===== src/rtl/axis_pkg.sv =====
// Shared types and constants for the jog axis controller: FSM state encoding
// and the direction level driven to the stepper driver.
package axis_pkg;

  typedef enum logic [2:0] {
    IDLE   = 3'd0,
    FWD    = 3'd1,
    REV    = 3'd2,
    HOMING = 3'd3,
    FAULT  = 3'd4
  } axis_state_t;

  localparam logic DIR_FWD = 1'b1;
  localparam logic DIR_REV = 1'b0;

  // States in which the driver is enabled.
  function automatic logic state_moves(input axis_state_t s);
    return (s == FWD) || (s == REV) || (s == HOMING);
  endfunction

endpackage


===== src/rtl/axis_jog_ctrl_if.sv =====
// Signal bundle between the axis controller and its surroundings (buttons,
// limit switches, step clock in; driver command and status out).
interface axis_jog_ctrl_if #(
  parameter int POS_W = 16
);
  // No valid/ready handshake here: every signal is a level, sampled on each
  // clk edge; raw inputs are asynchronous, en/direction are registered levels.
  logic                     step_clk;
  logic                     btn_fwd;
  logic                     btn_rev;
  logic                     lim_min;
  logic                     lim_max;
  logic                     en;
  logic                     direction;
  logic [POS_W-1:0]         position;
  logic                     homed;
  logic                     fault;
  axis_pkg::axis_state_t    state;

  modport master (
    output step_clk, btn_fwd, btn_rev, lim_min, lim_max,
    input  en, direction, position, homed, fault, state
  );

  modport slave (
    input  step_clk, btn_fwd, btn_rev, lim_min, lim_max,
    output en, direction, position, homed, fault, state
  );
endinterface


===== src/rtl/jog_debounce.sv =====
// Two-flop synchroniser followed by a stability counter; the output follows
// the synchronised input only after DEB_CYCLES consecutive cycles at a new level.
module jog_debounce #(
  parameter int DEB_CYCLES = 1_000_000
) (
  input  logic clk,
  input  logic rst,
  input  logic din,
  output logic dout
);

  localparam int CNT_W = $clog2(DEB_CYCLES + 1);

  logic [1:0]       sync_q;
  logic [CNT_W-1:0] cnt;
  logic             sync_in;

  assign sync_in = sync_q[1];

  always_ff @(posedge clk or negedge rst) begin
    if (!rst) begin
      sync_q <= 2'b00;
    end else begin
      sync_q <= {sync_q[0], din};
    end
  end

  // Any return to the current output level restarts the stability window.
  always_ff @(posedge clk or negedge rst) begin
    if (!rst) begin
      cnt  <= '0;
      dout <= 1'b0;
    end else if (sync_in == dout) begin
      cnt <= '0;
    end else if (cnt == CNT_W'(DEB_CYCLES - 1)) begin
      cnt  <= '0;
      dout <= sync_in;
    end else begin
      cnt <= cnt + CNT_W'(1);
    end
  end

endmodule


===== src/rtl/axis_jog_ctrl.sv =====
// Jog command stage for one claw axis: debounced buttons/limits in, en and
// direction out, with step position tracking. AXIS_JOG_AUTO_HOME_EN enables homing after reset.
module axis_jog_ctrl
  import axis_pkg::*;
#(
  parameter int DEB_CYCLES     = 1_000_000,
  parameter int POS_W          = 16,
  parameter int POS_MAX        = 4000,
  parameter int REV_GAP        = 2,
  parameter int HOME_MAX_STEPS = 8000
) (
  input  logic            clk,
  input  logic            rst,
  axis_jog_ctrl_if.slave  io
);

  localparam int               GAP_W   = $clog2(REV_GAP + 2);
  localparam int               HOME_W  = $clog2(HOME_MAX_STEPS + 1);
  localparam logic [POS_W-1:0] POS_LIM = POS_W'(POS_MAX);
  localparam logic [POS_W-1:0] POS_TOP = '1;

`ifdef AXIS_JOG_AUTO_HOME_EN
  localparam axis_state_t RST_STATE = HOMING;
`else
  localparam axis_state_t RST_STATE = IDLE;
`endif

  logic             fwd_db, rev_db, min_db, max_db;
  logic             step_clk_q, tick;
  logic [GAP_W-1:0] gap_cnt;
  logic             gap_ok;
  logic [HOME_W-1:0] home_cnt;
  logic             home_timeout;
  logic [POS_W-1:0] position;
  logic             homed;
  logic             en, direction, fault;
  axis_state_t      state, state_nxt;

  jog_debounce #(.DEB_CYCLES(DEB_CYCLES)) u_db_fwd (
    .clk(clk), .rst(rst), .din(io.btn_fwd), .dout(fwd_db));
  jog_debounce #(.DEB_CYCLES(DEB_CYCLES)) u_db_rev (
    .clk(clk), .rst(rst), .din(io.btn_rev), .dout(rev_db));
  jog_debounce #(.DEB_CYCLES(DEB_CYCLES)) u_db_min (
    .clk(clk), .rst(rst), .din(io.lim_min), .dout(min_db));
  jog_debounce #(.DEB_CYCLES(DEB_CYCLES)) u_db_max (
    .clk(clk), .rst(rst), .din(io.lim_max), .dout(max_db));

  always_ff @(posedge clk or negedge rst) begin
    if (!rst) begin
      step_clk_q <= 1'b0;
    end else begin
      step_clk_q <= io.step_clk;
    end
  end

  assign tick   = io.step_clk & ~step_clk_q;
  assign gap_ok = (gap_cnt == GAP_W'(REV_GAP));

  // Held at zero outside IDLE, so every entry to IDLE starts a fresh dead time.
  always_ff @(posedge clk or negedge rst) begin
    if (!rst) begin
      gap_cnt <= '0;
    end else if (state != IDLE) begin
      gap_cnt <= '0;
    end else if (tick && !gap_ok) begin
      gap_cnt <= gap_cnt + GAP_W'(1);
    end
  end

  assign home_timeout = tick && (home_cnt == HOME_W'(HOME_MAX_STEPS - 1));

  always_ff @(posedge clk or negedge rst) begin
    if (!rst) begin
      home_cnt <= '0;
    end else if (state != HOMING) begin
      home_cnt <= '0;
    end else if (tick) begin
      home_cnt <= home_cnt + HOME_W'(1);
    end
  end

  // The home switch wins over any step counted in the same cycle.
  always_ff @(posedge clk or negedge rst) begin
    if (!rst) begin
      position <= '0;
      homed    <= 1'b0;
    end else if (min_db) begin
      position <= '0;
      homed    <= 1'b1;
    end else if (tick && en) begin
      if (direction == DIR_FWD) begin
        if (position != POS_TOP) position <= position + POS_W'(1);
      end else begin
        if (position != '0) position <= position - POS_W'(1);
      end
    end
  end

  always_ff @(posedge clk or negedge rst) begin
    if (!rst) begin
      state <= RST_STATE;
    end else begin
      state <= state_nxt;
    end
  end

  always_comb begin
    state_nxt = state;
    case (state)
      IDLE: begin
        if (gap_ok && fwd_db && !rev_db && !max_db && (position < POS_LIM)) begin
          state_nxt = FWD;
        end else if (gap_ok && rev_db && !fwd_db && !min_db) begin
          state_nxt = REV;
        end
      end
      FWD: begin
        if (!fwd_db || rev_db || max_db || (position >= POS_LIM)) state_nxt = IDLE;
      end
      REV: begin
        if (!rev_db || fwd_db || min_db) state_nxt = IDLE;
      end
      HOMING: begin
        if (min_db) begin
          state_nxt = IDLE;
        end else if (home_timeout) begin
          state_nxt = FAULT;
        end
      end
      FAULT:   state_nxt = FAULT;
      default: state_nxt = IDLE;
    endcase
    if (min_db && max_db) state_nxt = FAULT;
  end

  // Outputs are registered from the next state so en and direction change together.
  always_ff @(posedge clk or negedge rst) begin
    if (!rst) begin
      en        <= 1'b0;
      direction <= DIR_REV;
      fault     <= 1'b0;
    end else begin
      en    <= state_moves(state_nxt);
      fault <= (state_nxt == FAULT);
      if (state_nxt == FWD) begin
        direction <= DIR_FWD;
      end else if ((state_nxt == REV) || (state_nxt == HOMING)) begin
        direction <= DIR_REV;
      end
    end
  end

  assign io.en        = en;
  assign io.direction = direction;
  assign io.position  = position;
  assign io.homed     = homed;
  assign io.fault     = fault;
  assign io.state     = state;

endmodule

===== src/flat_wrapper.sv =====
// flat-port wrapper written by rule: the top's interface ports become plain ports
module axis_jog_ctrl_flat import axis_pkg::*;
#(
  parameter int DEB_CYCLES     = 1_000_000,
  parameter int POS_W          = 16,
  parameter int POS_MAX        = 4000,
  parameter int REV_GAP        = 2,
  parameter int HOME_MAX_STEPS = 8000
)
  (clk, rst, io_step_clk, io_btn_fwd, io_btn_rev, io_lim_min, io_lim_max, io_en, io_direction, io_position, io_homed, io_fault, io_state);
  axis_jog_ctrl_if #(.POS_W(POS_W)) io_i ();
  input  logic clk;
  input  logic rst;
  input wire logic [$bits(io_i.step_clk)-1:0] io_step_clk;
  input wire logic [$bits(io_i.btn_fwd)-1:0] io_btn_fwd;
  input wire logic [$bits(io_i.btn_rev)-1:0] io_btn_rev;
  input wire logic [$bits(io_i.lim_min)-1:0] io_lim_min;
  input wire logic [$bits(io_i.lim_max)-1:0] io_lim_max;
  output wire logic [$bits(io_i.en)-1:0] io_en;
  output wire logic [$bits(io_i.direction)-1:0] io_direction;
  output wire logic [$bits(io_i.position)-1:0] io_position;
  output wire logic [$bits(io_i.homed)-1:0] io_homed;
  output wire logic [$bits(io_i.fault)-1:0] io_fault;
  output wire logic [$bits(io_i.state)-1:0] io_state;
  assign io_i.step_clk = io_step_clk;
  assign io_i.btn_fwd = io_btn_fwd;
  assign io_i.btn_rev = io_btn_rev;
  assign io_i.lim_min = io_lim_min;
  assign io_i.lim_max = io_lim_max;
  assign io_en = io_i.en;
  assign io_direction = io_i.direction;
  assign io_position = io_i.position;
  assign io_homed = io_i.homed;
  assign io_fault = io_i.fault;
  assign io_state = io_i.state;
  axis_jog_ctrl #(.DEB_CYCLES(DEB_CYCLES), .POS_W(POS_W), .POS_MAX(POS_MAX), .REV_GAP(REV_GAP), .HOME_MAX_STEPS(HOME_MAX_STEPS)) u_core (.clk(clk), .rst(rst), .io(io_i));
endmodule

===== config.mk =====
export PLATFORM = sky130hd
export DESIGN_NAME = axis_jog_ctrl_flat
export DESIGN_NICKNAME = d
export VERILOG_FILES = /design/src/rtl/axis_pkg.sv /design/src/rtl/axis_jog_ctrl_if.sv /design/src/rtl/jog_debounce.sv /design/src/rtl/axis_jog_ctrl.sv /design/src/flat_wrapper.sv
export SDC_FILE = /design/constraint.sdc
export NUM_CORES = 1
export LEC_CHECK = 0
export BUFFER_PORTS_ARGS = -buffer_cell sky130_fd_sc_hd__buf_2
export CAP_MARGIN = 20
export CORE_MARGIN = 2
export CORE_UTILIZATION = 56
export CTS_CLUSTER_SIZE = 16
export DETAILED_ROUTE_END_ITERATION = 10
export PLACE_DENSITY = 0.87
export SLEW_MARGIN = 40
export SYNTH_ARGS = -nofsm -noshare
export SYNTH_HDL_FRONTEND = slang
export SYNTH_SLANG_ARGS = --single-unit

===== constraint.sdc =====
create_clock -name clk -period 2.6 [get_ports clk]
set_input_delay 0.13 -clock clk [delete_from_list [all_inputs] [get_ports clk]]
set_output_delay 0.13 -clock clk [all_outputs]
set_load 0.1 [all_outputs]

==> results.md, run 1 <==
- Wire length of the first global-routing pass: 25100 um
- Post-CTS setup-driven buffer insertion count: 0
- GRT Util Overall: 24.7%
- Violated checks: design-rule violations
- Signed area change from the synthesized netlist to the final layout: 17.2%
- Critical path class: flip-flop to flip-flop
- Sequential-to-total area share from yosys stat: between 40% and 50%
- Setup slack after layout: about 0.06 ns
- Full die area: between 10000 and 15000 um^2
- Row count: 39
- Cell count after placement: 850
- Crit path max fanout: 6
- Family of cells with the greatest summed delay on the critical path: compound AO/OA/AOI/OAI gates
- Area share of the largest cell type after synthesis: between 40% and 50%
- Initial detailed-routing violation count: 418
- Transition at the pin with the smallest max-transition slack: approximately 0.63 ns
- Achievable Freq: slightly below 0.4 GHz
- Vias in the first global route: approximately 5.4k
- Share of layout cells above drive strength 1: 14.7%
- Count of yosys warnings during synthesis: 0
- Number of nets in the synthesized netlist: around 700
- Slew margin rel.: 58.0%
- Path type of the worst min-delay path: input port to async pin
- Startpoint type of the worst setup path: flip-flop
- Fin Clk Skew: between 0.006 and 0.007 ns
- Synthesized area: 6690 um^2
- Final setup vio count: 0
- Number of pins exceeding their max-slew limit in the final report: 0
- Power density relative to cell area: about 670 nW/um^2
- Layout fillers: just under 800
- I/O pins: 30
- Worst EP required: about 2.9 ns
- Maximum ir drop on the vdd rail: about 0.00047 V
- Mean cell area of the mapped netlist: between 9 and 10 um^2
- Number of vias in the routed layout: 5311
- Floorplan core area: between 10000 and 15000 um^2
- Nature of the critical path endpoint: flip-flop
- Clock network latency to the later pin of the worst-skew pair: around 0.42 ns
- Effective utilization at floorplan: around three fifths
- Horiz. Die Dim: roughly 110 um
- Outcome: finished, violations left
- Yosys cell types: 62
- Proportion of synthesized flip-flops having asynchronous set or reset: 100%
- TritonCTS clock tree: done
- Die height: approximately 110 um
- Vias/cell: around 6
- Total negative slack for setup checks: 0 ns
- Worst-path cell with the longest stage delay: sky130_fd_sc_hd__dfrtp_4
- Overflow left after global routing: 0
- PortBufs: 29
- Root Buffer Master: sky130_fd_sc_hd__clkbuf_16
- Post-placement setup slack: -0.000882 ns
- Number of enable flip-flop cells after synthesis: 0
- Residual antenna-violating net count after detailed routing: 0
- Period utilization: approximately 98%
- Bufs and invs on worst path: 1
- Leakage dissipation: around 3.4 nW
- Total detailed-routing wirelength: between 15000 and 20000 um
- WL per Instance: roughly 17 um
- Clock sinks: 131
- Last weighted congestion value of the routability-driven placer: between 0.9 and 1
- Number of remaining DRC errors: 1
- Pwr Total: approximately 5.2 mW
- Clock transition at path regs: 0.06 ns
- Count of max-cap constraint violations: 0
- Unrepaired setup endpoints after global routing: yes
- Pin count of the biggest net entering global routing: 67
- Final Hold Fails: 0
- Seq cells post-synth: ~130
- Number of standard cells in the final layout excluding fillers: 887
- Antenna Diode Count: 0
- Top cells by area in the synthesized netlist: sky130_fd_sc_hd__dfrtp_1 (49%), sky130_fd_sc_hd__nor2_1 (6.9%), sky130_fd_sc_hd__xor2_1 (6.7%)
- Number of buffers created by CTS: 17
- Initial antenna violation count: 0
- Pre-Repair DR Iteration Count: 8
- Main synth FF type: sky130_fd_sc_hd__dfrtp_1
- Post-layout net count: 760
- Critical Path Max Stage Delay: ~0.50 ns
- Largest area contributor in the netlist: sky130_fd_sc_hd__dfrtp_1
- Minimum clock period: 2.54 ns
- Max H-tree Level: 4
- DPL Wire Length: around 9700 um
- Arrival time at the worst endpoint: roughly 2.9 ns
- Max Root-Sink Buffers: 2
- Number of standard cells after synthesis: 676
- Cells along the critical path: inv_4, ha_1, a211o_1, a2111oi_4, a211oi_2, a41oi_2, mux2i_1, mux2_1
==> worst paths after layout <==
kind                                              to  cells past startpoint  slack (ns)                       from
setup / recovery              u_core.io.position[15]                      8        0.06        u_core.io.direction
hold / removal                u_core.u_db_rev.cnt[5]                      2        0.27                        rst
setup reg to reg              u_core.io.position[15]                      8        0.06        u_core.io.direction
hold reg to reg            u_core.u_db_rev.sync_q[1]                      0        0.35  u_core.u_db_rev.sync_q[0]
max in group asynchronous  u_core.u_db_max.sync_q[0]                      3        1.63                        rst
min in group clk           u_core.u_db_min.sync_q[0]                      2        0.35                 io_lim_min
==> per-stage QoR <==
stage | area, um^2 | util [%] | hold WS, ns
global placement | 7090 | 61.5 | 0.238
global route | 7840 | 68.1 | 0.330
floorplan | 6690 | - | -0.166
detailed placement | 7090 | 61.5 | 0.240
finish | 7840 | 68.1 | 0.270
CTS | 7820 | 67.9 | 0.326
==> routing by layer <==
layer  GRT usage [%]  share of wire (%)  up-vias
met5               0                  0        -
met4            11.5                2.9        0
met3            6.11                4.2       45
met2            42.6                 52      174
met1            29.1                 41     2643
li1                -                  -     2449
==> layout by cell type, fill, tap and decap left out, types with 4 or more instances in the layout <==
| cell type | count |
|---|---|
| sky130_fd_sc_hd__a211oi_2 | 4 |
| sky130_fd_sc_hd__a21o_1 | 5 |
| sky130_fd_sc_hd__a21oi_1 | 20 |
| sky130_fd_sc_hd__and2_1 | 7 |
| sky130_fd_sc_hd__and3_1 | 10 |
| sky130_fd_sc_hd__and4_1 | 4 |
| sky130_fd_sc_hd__buf_2 | 28 |
| sky130_fd_sc_hd__buf_4 | 17 |
| sky130_fd_sc_hd__bufinv_16 | 5 |
| sky130_fd_sc_hd__clkbuf_16 | 17 |
| sky130_fd_sc_hd__dfrtp_1 | 126 |
| sky130_fd_sc_hd__dfrtp_2 | 4 |
| sky130_fd_sc_hd__dlygate4sd3_1 | 6 |
| sky130_fd_sc_hd__ha_1 | 18 |
| sky130_fd_sc_hd__inv_1 | 15 |
| sky130_fd_sc_hd__mux2_2 | 4 |
| sky130_fd_sc_hd__nand2_1 | 47 |
| sky130_fd_sc_hd__nand2b_1 | 7 |
| sky130_fd_sc_hd__nand3_1 | 43 |
| sky130_fd_sc_hd__nand3b_1 | 5 |
| sky130_fd_sc_hd__nand4_1 | 19 |
| sky130_fd_sc_hd__nor2_1 | 122 |
| sky130_fd_sc_hd__nor2b_1 | 4 |
| sky130_fd_sc_hd__nor3_1 | 13 |
| sky130_fd_sc_hd__nor4_1 | 11 |
| sky130_fd_sc_hd__nor4b_1 | 6 |
| sky130_fd_sc_hd__o21ai_0 | 12 |
| sky130_fd_sc_hd__or2_2 | 4 |
| sky130_fd_sc_hd__or3_1 | 6 |
| sky130_fd_sc_hd__xnor2_1 | 43 |
| sky130_fd_sc_hd__xor2_1 | 51 |
==> kinds of logic after synthesis <==
family	Yosys count	synth area share (%)
and+or+nand+nor	320	23.4
DFF	131	49.0
xor gates and xnor gates	94	12.3
AOI/OAI and AO/OA	71	7.97
buffers and inverters	32	2.13
adders and majority gates	21	4.04
muxes	7	1.14
==> cell type report <==
| class | count | area (um^2) | area share (%) |
|---|---|---|---|
| Inverter | 16 | 62.6 | 0.798 |
| Tap cell | 143 | 179 | 2.28 |
| Sequential cell | 131 | 3290 | 41.9 |
| Clock inverter | 11 | 199 | 2.54 |
| Clock buffer | 20 | 467 | 5.95 |
| Timing Repair Buffer | 53 | 359 | 4.58 |
| Multi-Input combinational cell | 513 | 3280 | 41.9 |
==> sequential cells by signal, summed over array words and instances (netlist names), 3 cells and up <==
register / cells
u_core.u_db_rev.cnt: 20
u_core.io.state: 3
u_core.u_db_fwd.cnt: 20
u_core.io.position: 16
u_core.u_db_max.cnt: 20
u_core.u_db_min.cnt: 20
u_core.home_cnt: 13
==> Yosys cell counts (2+ instances only) <==
cell                        number
sky130_fd_sc_hd__a211oi_2        4
sky130_fd_sc_hd__a21boi_0        2
sky130_fd_sc_hd__a21o_1          5
sky130_fd_sc_hd__a21oi_1        20
sky130_fd_sc_hd__a31oi_1         3
sky130_fd_sc_hd__and2_1          7
sky130_fd_sc_hd__and3_1         10
sky130_fd_sc_hd__and4_1          4
sky130_fd_sc_hd__buf_1           2
sky130_fd_sc_hd__buf_2           6
sky130_fd_sc_hd__buf_6           2
sky130_fd_sc_hd__clkbuf_1        6
sky130_fd_sc_hd__dfrtp_1       131
sky130_fd_sc_hd__ha_1           20
sky130_fd_sc_hd__inv_1          16
sky130_fd_sc_hd__mux2_2          4
sky130_fd_sc_hd__mux2i_1         2
sky130_fd_sc_hd__nand2_1        47
sky130_fd_sc_hd__nand2b_1        7
sky130_fd_sc_hd__nand3_1        43
sky130_fd_sc_hd__nand3b_1        5
sky130_fd_sc_hd__nand4_1        19
sky130_fd_sc_hd__nand4b_1        2
sky130_fd_sc_hd__nor2_1        122
sky130_fd_sc_hd__nor2b_1         5
sky130_fd_sc_hd__nor3_1         13
sky130_fd_sc_hd__nor4_1         11
sky130_fd_sc_hd__nor4b_1         6
sky130_fd_sc_hd__nor4bb_1        2
sky130_fd_sc_hd__o2111ai_1       3
sky130_fd_sc_hd__o21a_1          2
sky130_fd_sc_hd__o21ai_0        12
sky130_fd_sc_hd__o31ai_1         3
sky130_fd_sc_hd__or2_1           2
sky130_fd_sc_hd__or2_2           4
sky130_fd_sc_hd__or3_1           6
sky130_fd_sc_hd__xnor2_1        43
sky130_fd_sc_hd__xor2_1         51
==> power breakdown <==
part | internal (mW) | leakage (nW) | switching [mW] | total, mW
sequential | 2.09 | 1.77 | 0.0511 | 2.14
combinational | 0.141 | 1.32 | 0.273 | 0.414
clock | 1.78 | 0.327 | 0.903 | 2.68
==> what timing repair did <==
item,CTS,global route
endpoints found under the setup margin,3,2
gates resized for setup,2,5
hold buffers,6,0
cloned,0,0
hold endpoints to repair,69,0
pin swaps,0,3
No activity file was read; power rests on OpenSTA's default activity.
==> inputs of run 2 (changes only) <==
- PLACE_DENSITY: 0.87 -> 0.76
- RECOVER_POWER: not set -> 50
==> results.md, run 2 (synthesized netlist as in run 1, its figures left out) <==
- Outcome: finished, violations left
- I/O pins: 30 (unchanged)
- Leakage dissipation: 3.35 nW (-2.1%)
- Post-placement setup slack: -0.000673 ns (+0.000208 ns)
- Proportion of power drawn by combinational gates: 8.3% (+0.4 points)
- Number of pins exceeding their max-slew limit in the final report: 0 (unchanged)
- Die height: 113 um (unchanged)
- Nature of the critical path endpoint: flip-flop
- Count of max-cap constraint violations: 0 (unchanged)
- Full die area: 12800 um^2 (unchanged)
- Period utilization: 96.9% (-0.81 points)
- Transition at the pin with the smallest max-transition slack: 1.15 ns (+0.515 ns)
- Horiz. Die Dim: 113 um (unchanged)
- Number of buffers created by CTS: 17 (unchanged)
- Share of layout cells above drive strength 1: 13.6% (-1.1 points)
- Antenna Diode Count: 0 (unchanged)
- Initial antenna violation count: 0 (unchanged)
- Startpoint type of the worst setup path: flip-flop
- Path type of the worst min-delay path: flip-flop to flip-flop
- Clock sinks: 131 (unchanged)
- Number of remaining DRC errors: 2 (+1)
- Fin Clk Skew: 0.00501 ns (-0.00154 ns)
- Power density relative to cell area: 619 nW/um^2 (-7.3%)
- Critical Path Max Stage Delay: 0.40 ns (-0.10 ns)
- Clock Power Share: 46.9% (-4.3 points)
- Final Core Density: 66.8% (-1.2 points)
- Final setup vio count: 0 (unchanged)
- PortBufs: 29 (unchanged)
- Residual antenna-violating net count after detailed routing: 0 (unchanged)
- Commonest cells after routing, fill and taps aside: sky130_fd_sc_hd__dfrtp_1 (126), sky130_fd_sc_hd__nor2_1 (122), sky130_fd_sc_hd__xor2_1 (51)
- Initial detailed-routing violation count: 269 (-36%)
- Crit path max fanout: 7 (+1)
- Arrival time at the worst endpoint: 2.82 ns (-0.03 ns)
- Cell area reported after detailed placement: 7090 um^2 (+0.11%)
- WL per Instance: 15.7 um (-7.5%)
- Post-CTS setup-driven buffer insertion count: 0 (unchanged)
- DPL Wire Length: 9460 um (-2.3%)
- Max Root-Sink Buffers: 2 (unchanged)
- Root Buffer Master: sky130_fd_sc_hd__clkbuf_16
- Cells along the critical path: inv_2, buf_4, ha_1, nand3_1, o2111a_1, a211oi_2, a41oi_2, mux2i_1, mux2_1
- Worst-path cell with the longest stage delay: sky130_fd_sc_hd__dfrtp_4
- Final instance area: 7700 um^2 (-1.8%)
- Signed area change from the synthesized netlist to the final layout: 15.1%
- Clock network latency to the later pin of the worst-skew pair: 0.42 ns (about the same)
- Worst EP required: 2.90 ns (about the same)
- Switching fraction of total power: 23.5% (+0.025 points)
- Sequential power share: 44.8% (+4.0 points)
- Vias in the first global route: 5179 (-4.1%)
- Clock transition at path regs: 0.05 ns (about the same)
- Violated checks: design-rule violations
- Bufs and invs on worst path: 2 (+1)
- TritonCTS clock tree: done
- Leading cell type in the layout, fill and taps excluded: sky130_fd_sc_hd__dfrtp_1
- Critical path class: flip-flop to flip-flop
- Max H-tree Level: 4 (unchanged)
- Floorplan core area: 11500 um^2 (unchanged)
- Layout fillers: 911 (+15%)
- Unrepaired setup endpoints after global routing: yes
- Achievable Freq: 0.397 GHz (+0.83%)
- Overflow left after global routing: 0 (unchanged)
- Wire length of the first global-routing pass: 23900 um (-4.8%)
- Total internal power: 3.65 mW (-9.0%)
- Last weighted congestion value of the routability-driven placer: 0.959 (+1.4%)
- Slew margin rel.: 23.6% (-34 points)
- Row count: 39 (unchanged)
- Minimum clock period: 2.52 ns (-0.0210 ns)
- Effective utilization at floorplan: 58.1% (unchanged)
- Number of vias in the routed layout: 5109 (-3.8%)
- Maximum ir drop on the vdd rail: 0.000520 V (+12%)
- GRT Util Overall: 23.5% (-1.2 points)
- Pin count of the biggest net entering global routing: 63 (-6.0%)
- Final Hold Fails: 0 (unchanged)
- Family of cells with the greatest summed delay on the critical path: compound AO/OA/AOI/OAI gates
- Post-layout net count: 761 (+0.13%)
- Setup slack after layout: 0.0798 ns (+0.0210 ns)
- Vias/cell: 5.75 (-3.9%)
- Total detailed-routing wirelength: 13900 um (-7.4%)
- NetSw: 1.12 mW (-8.9%)
- Pre-Repair DR Iteration Count: 8 (unchanged)
## run 2: path summary, 6_finish.rpt
| kind | from | endpoint | slack (ns) | depth (start not counted) |
|---|---|---|---|---|
| hold / removal | u_core.u_db_max.sync_q[0] | u_core.u_db_max.sync_q[1] | 0.35 | 0 |
| setup reg to reg | u_core.io.direction | u_core.io.position[15] | 0.08 | 9 |
| hold reg to reg | u_core.u_db_max.sync_q[0] | u_core.u_db_max.sync_q[1] | 0.35 | 0 |
| min in group asynchronous | rst | u_core.u_db_fwd.cnt[18] | 0.47 | 2 |
| max in group asynchronous | rst | u_core.io.direction | 0.52 | 3 |
| setup / recovery | u_core.io.direction | u_core.io.position[15] | 0.08 | 9 |
## run 2: cell type report
| class | instances | area [um^2] | share of cell area (%) |
|---|---|---|---|
| clock buffer | 25 | 465 | 6.05 |
| clock inverter | 6 | 82.6 | 1.07 |
| inverter | 16 | 60.1 | 0.780 |
| multi-input combinational | 513 | 3280 | 42.6 |
| sequential | 131 | 3290 | 42.7 |
| tap | 143 | 179 | 2.32 |
| timing repair buffer | 54 | 344 | 4.47 |
## run 2: power groups by stage
| stage | Clock [mW] | Sequential, mW | Combinational (mW) |
|---|---|---|---|
| 6_report | 2.24 | 2.13 | 0.394 |
| 5_1_grt | 2.37 | 2.14 | 0.436 |
| 4_1_cts | 2.28 | 2.13 | 0.397 |
| 3_5_place_dp | 0 | 2.17 | 0.387 |
| 3_3_place_gp | 0 | 2.17 | 0.371 |
| 2_1_floorplan | 0 | 2.23 | 0.203 |
## run 2: timing repair
action                                  in CTS  in global routing
pin swaps                                    0                  3
hold endpoints to repair                    50                  0
gates resized for setup                      1                  4
endpoints found under the setup margin       1                  3
hold buffers                                 6                  0
## run 2: per-stage QoR
| step | instances | total power [mW] | hold slack [ns] | TNS, ns |
|---|---|---|---|---|
| 2_1_floorplan | 676 | 2.43 | -0.166 | -0.630 |
| 3_3_place_gp | 851 | 2.54 | 0.174 | 0 |
| 3_5_place_dp | 851 | 2.56 | 0.175 | -0.000673 |
| 4_1_cts | 888 | 4.81 | 0.273 | 0 |
| 5_1_grt | 888 | 4.95 | 0.347 | -0.0379 |
| 6_report | 888 | 4.77 | 0.347 | 0 |
## run 2: layer usage
metal  GRT usage [%]  part of all wire (%)
met1            29.9                    45
met2            38.3                    50
met3            6.00                   3.2
met4            10.2                   2.4
met5               0                     0
==> inputs of run 3 (changes only) <==
- REMOVE_ABC_BUFFERS: not set -> 1
==> results.md, run 3 (synthesized netlist as in run 1, its figures left out) <==
- Leading cell type in the layout, fill and taps excluded: sky130_fd_sc_hd__dfrtp_1
- Cells along the critical path: inv_4, ha_1, a21o_4, a21o_1, a311oi_2, a31oi_1, a2111o_1, o211ai_2
- Highest Signal Layer: met4
- Clock transition at path regs: 0.06 ns (about the same)
- Horiz. Die Dim: 113 um (unchanged)
- WL met1: 5840 um (-6.2%)
- Total internal power: 3.63 mW (-0.38%)
- Family of cells with the greatest summed delay on the critical path: compound AO/OA/AOI/OAI gates
- Startpoint type of the worst setup path: flip-flop
- Effective utilization at floorplan: 58.1% (unchanged)
- Max H-tree Level: 4 (unchanged)
- Power density relative to cell area: 631 nW/um^2 (+1.9%)
- Count of max-cap constraint violations: 0 (unchanged)
- Total negative slack for setup checks: 0 ns (unchanged)
- Nature of the critical path endpoint: flip-flop
- Commonest cells after routing, fill and taps aside: sky130_fd_sc_hd__dfrtp_1 (131), sky130_fd_sc_hd__nor2_1 (122), sky130_fd_sc_hd__xor2_1 (51)
- Minimum clock period: 2.49 ns (-0.0334 ns)
- Critical Path Max Stage Delay: 0.46 ns (+0.06 ns)
- Proportion of power drawn by combinational gates: 8.1% (-0.2 points)
- Outcome: complete, no violations
- Vias in the first global route: 5008 (-3.3%)
- Min Hold Slack: 0.270 ns (-0.0768 ns)
- Share of layout cells above drive strength 1: 13.3% (-0.29 points)
- Pwr Total: 4.86 mW (+2.1%)
- DPL Wire Length: 8970 um (-5.2%)
- Maximum ir drop on the vdd rail: 0.000698 V (+34%)
- Wire length of the first global-routing pass: 23200 um (-2.8%)
- Slew margin rel.: 16.7% (-6.9 points)
- GRT Util Overall: 22.5% (-0.99 points)
- TritonCTS clock tree: done
- Last weighted congestion value of the routability-driven placer: 0.948 (-1.2%)
- I/O pins: 30 (unchanged)
- Crit path max fanout: 8 (+1)
- Total detailed-routing wirelength: 13100 um (-6.1%)
- Row count: 39 (unchanged)
- Signed area change from the synthesized netlist to the final layout: 15.4%
- Antenna Diode Count: 0 (unchanged)
- Pre-Repair DR Iteration Count: 5 (-3)
- Bufs and invs on worst path: 1 (-1)
- Sequential power share: 43.8% (-1.0 points)
- Root Buffer Master: sky130_fd_sc_hd__clkbuf_16
- Number of pins exceeding their max-slew limit in the final report: 0 (unchanged)
- Achievable Freq: 0.402 GHz (+1.3%)
- Clock network latency to the later pin of the worst-skew pair: 0.42 ns (about the same)
- Floorplan core area: 11500 um^2 (unchanged)
- PortBufs: 29 (unchanged)
- Final setup vio count: 0 (unchanged)
- Critical path class: flip-flop to flip-flop
- Residual antenna-violating net count after detailed routing: 0 (unchanged)
- Number of buffers created by CTS: 17 (unchanged)
- Overflow left after global routing: 0 (unchanged)
- Clock Power Share: 48.1% (+1.2 points)
- Post-layout net count: 761 (unchanged)
- Number of remaining DRC errors: 0 (-2)
- Vias/cell: 5.69 (-1.2%)
- Full die area: 12800 um^2 (unchanged)
- Arrival time at the worst endpoint: 2.83 ns (about the same)
- Period utilization: 95.6% (-1.3 points)
- WL per Instance: 14.7 um (-6.2%)
- Initial detailed-routing violation count: 314 (+17%)
- Path type of the worst min-delay path: input port to async pin
- Switching fraction of total power: 25.3% (+1.8 points)
- NetSw: 1.23 mW (+10%)
- Final Hold Fails: 0 (unchanged)
- DR WL met2: 6460 um (-6.8%)
- Fin Clk Skew: 0.0110 ns (+0.00599 ns)
- Initial antenna violation count: 0 (unchanged)
- Worst-path cell with the longest stage delay: sky130_fd_sc_hd__a2111o_1
- Met3 wire len: 499 um (+12%)
- Max Root-Sink Buffers: 2 (unchanged)
- Leakage dissipation: 3.36 nW (+0.41%)
- Post-CTS setup-driven buffer insertion count: 0 (unchanged)
- Transition at the pin with the smallest max-transition slack: 1.25 ns (+0.104 ns)
- Number of vias in the routed layout: 5054 (-1.1%)
- Unrepaired setup endpoints after global routing: no
- Die height: 113 um (unchanged)
- Pin count of the biggest net entering global routing: 54 (-14%)
- Clock sinks: 131 (unchanged)
- Worst EP required: 2.94 ns (+0.04 ns)
- FF-to-FF setup slack: 0.11 ns (+0.03 ns)
run 3: power by group through the flow:
stage,registers [mW],logic (mW),clock network (mW)
after floorplan,2.23,0.199,0
after global placement,2.16,0.373,0
after detailed placement,2.16,0.389,0
after CTS,2.13,0.399,2.38
after global routing,2.14,0.438,2.49
final,2.13,0.394,2.34
run 3: per-layer routing:
metal | global-route usage [%] | vias up
met2 | 35.5 | 101
met4 | 8.70 | 0
li1 | - | 2462
met3 | 6.70 | 23
met5 | 0 | -
met1 | 29.6 | 2468
run 3: what timing repair did:
item                                   in CTS  in global routing
pin swaps                                   0                  2
hold buffers                                6                  0
gates resized for setup                     1                  4
endpoints found under the hold margin     136                  0
gates cloned                                0                  0
setup endpoints to repair                   1                  1
run 3: path summary, 6_finish.rpt:
path | from | to | cells past startpoint
setup reg to reg | u_core.io.direction | u_core.io.position[14] | 8
min in group clk | io_lim_min | u_core.u_db_min.sync_q[0] | 2
hold reg to reg | u_core.u_db_min.sync_q[0] | u_core.u_db_min.sync_q[1] | 0
setup / recovery | u_core.io.direction | u_core.io.position[14] | 8
hold / removal | rst | u_core.u_db_fwd.cnt[17] | 2
max in group asynchronous | rst | u_core.u_db_max.cnt[15] | 3
run 3: metrics by stage:
stage | worst slack, ns | utilization (%) | area, um^2 | std cells
3_5_place_dp | 0.00563 | 61.5 | 7080 | 851
5_1_grt | 0.0346 | 67.0 | 7710 | 889
3_3_place_gp | 0.0374 | 61.5 | 7080 | 851
6_report | 0.113 | 67.0 | 7710 | 889
2_1_floorplan | -0.887 | - | 6600 | 660
4_1_cts | 0.0859 | 67.1 | 7730 | 889
run 3: layout make-up:
class,count,area (um^2)
Inverter,16,62.6
Fill cell,910,3800
Clock buffer,17,425
Tap cell,143,179
Timing Repair Buffer,54,333
Clock inverter,15,156
Multi-Input combinational cell,513,3280
Sequential cell,131,3280
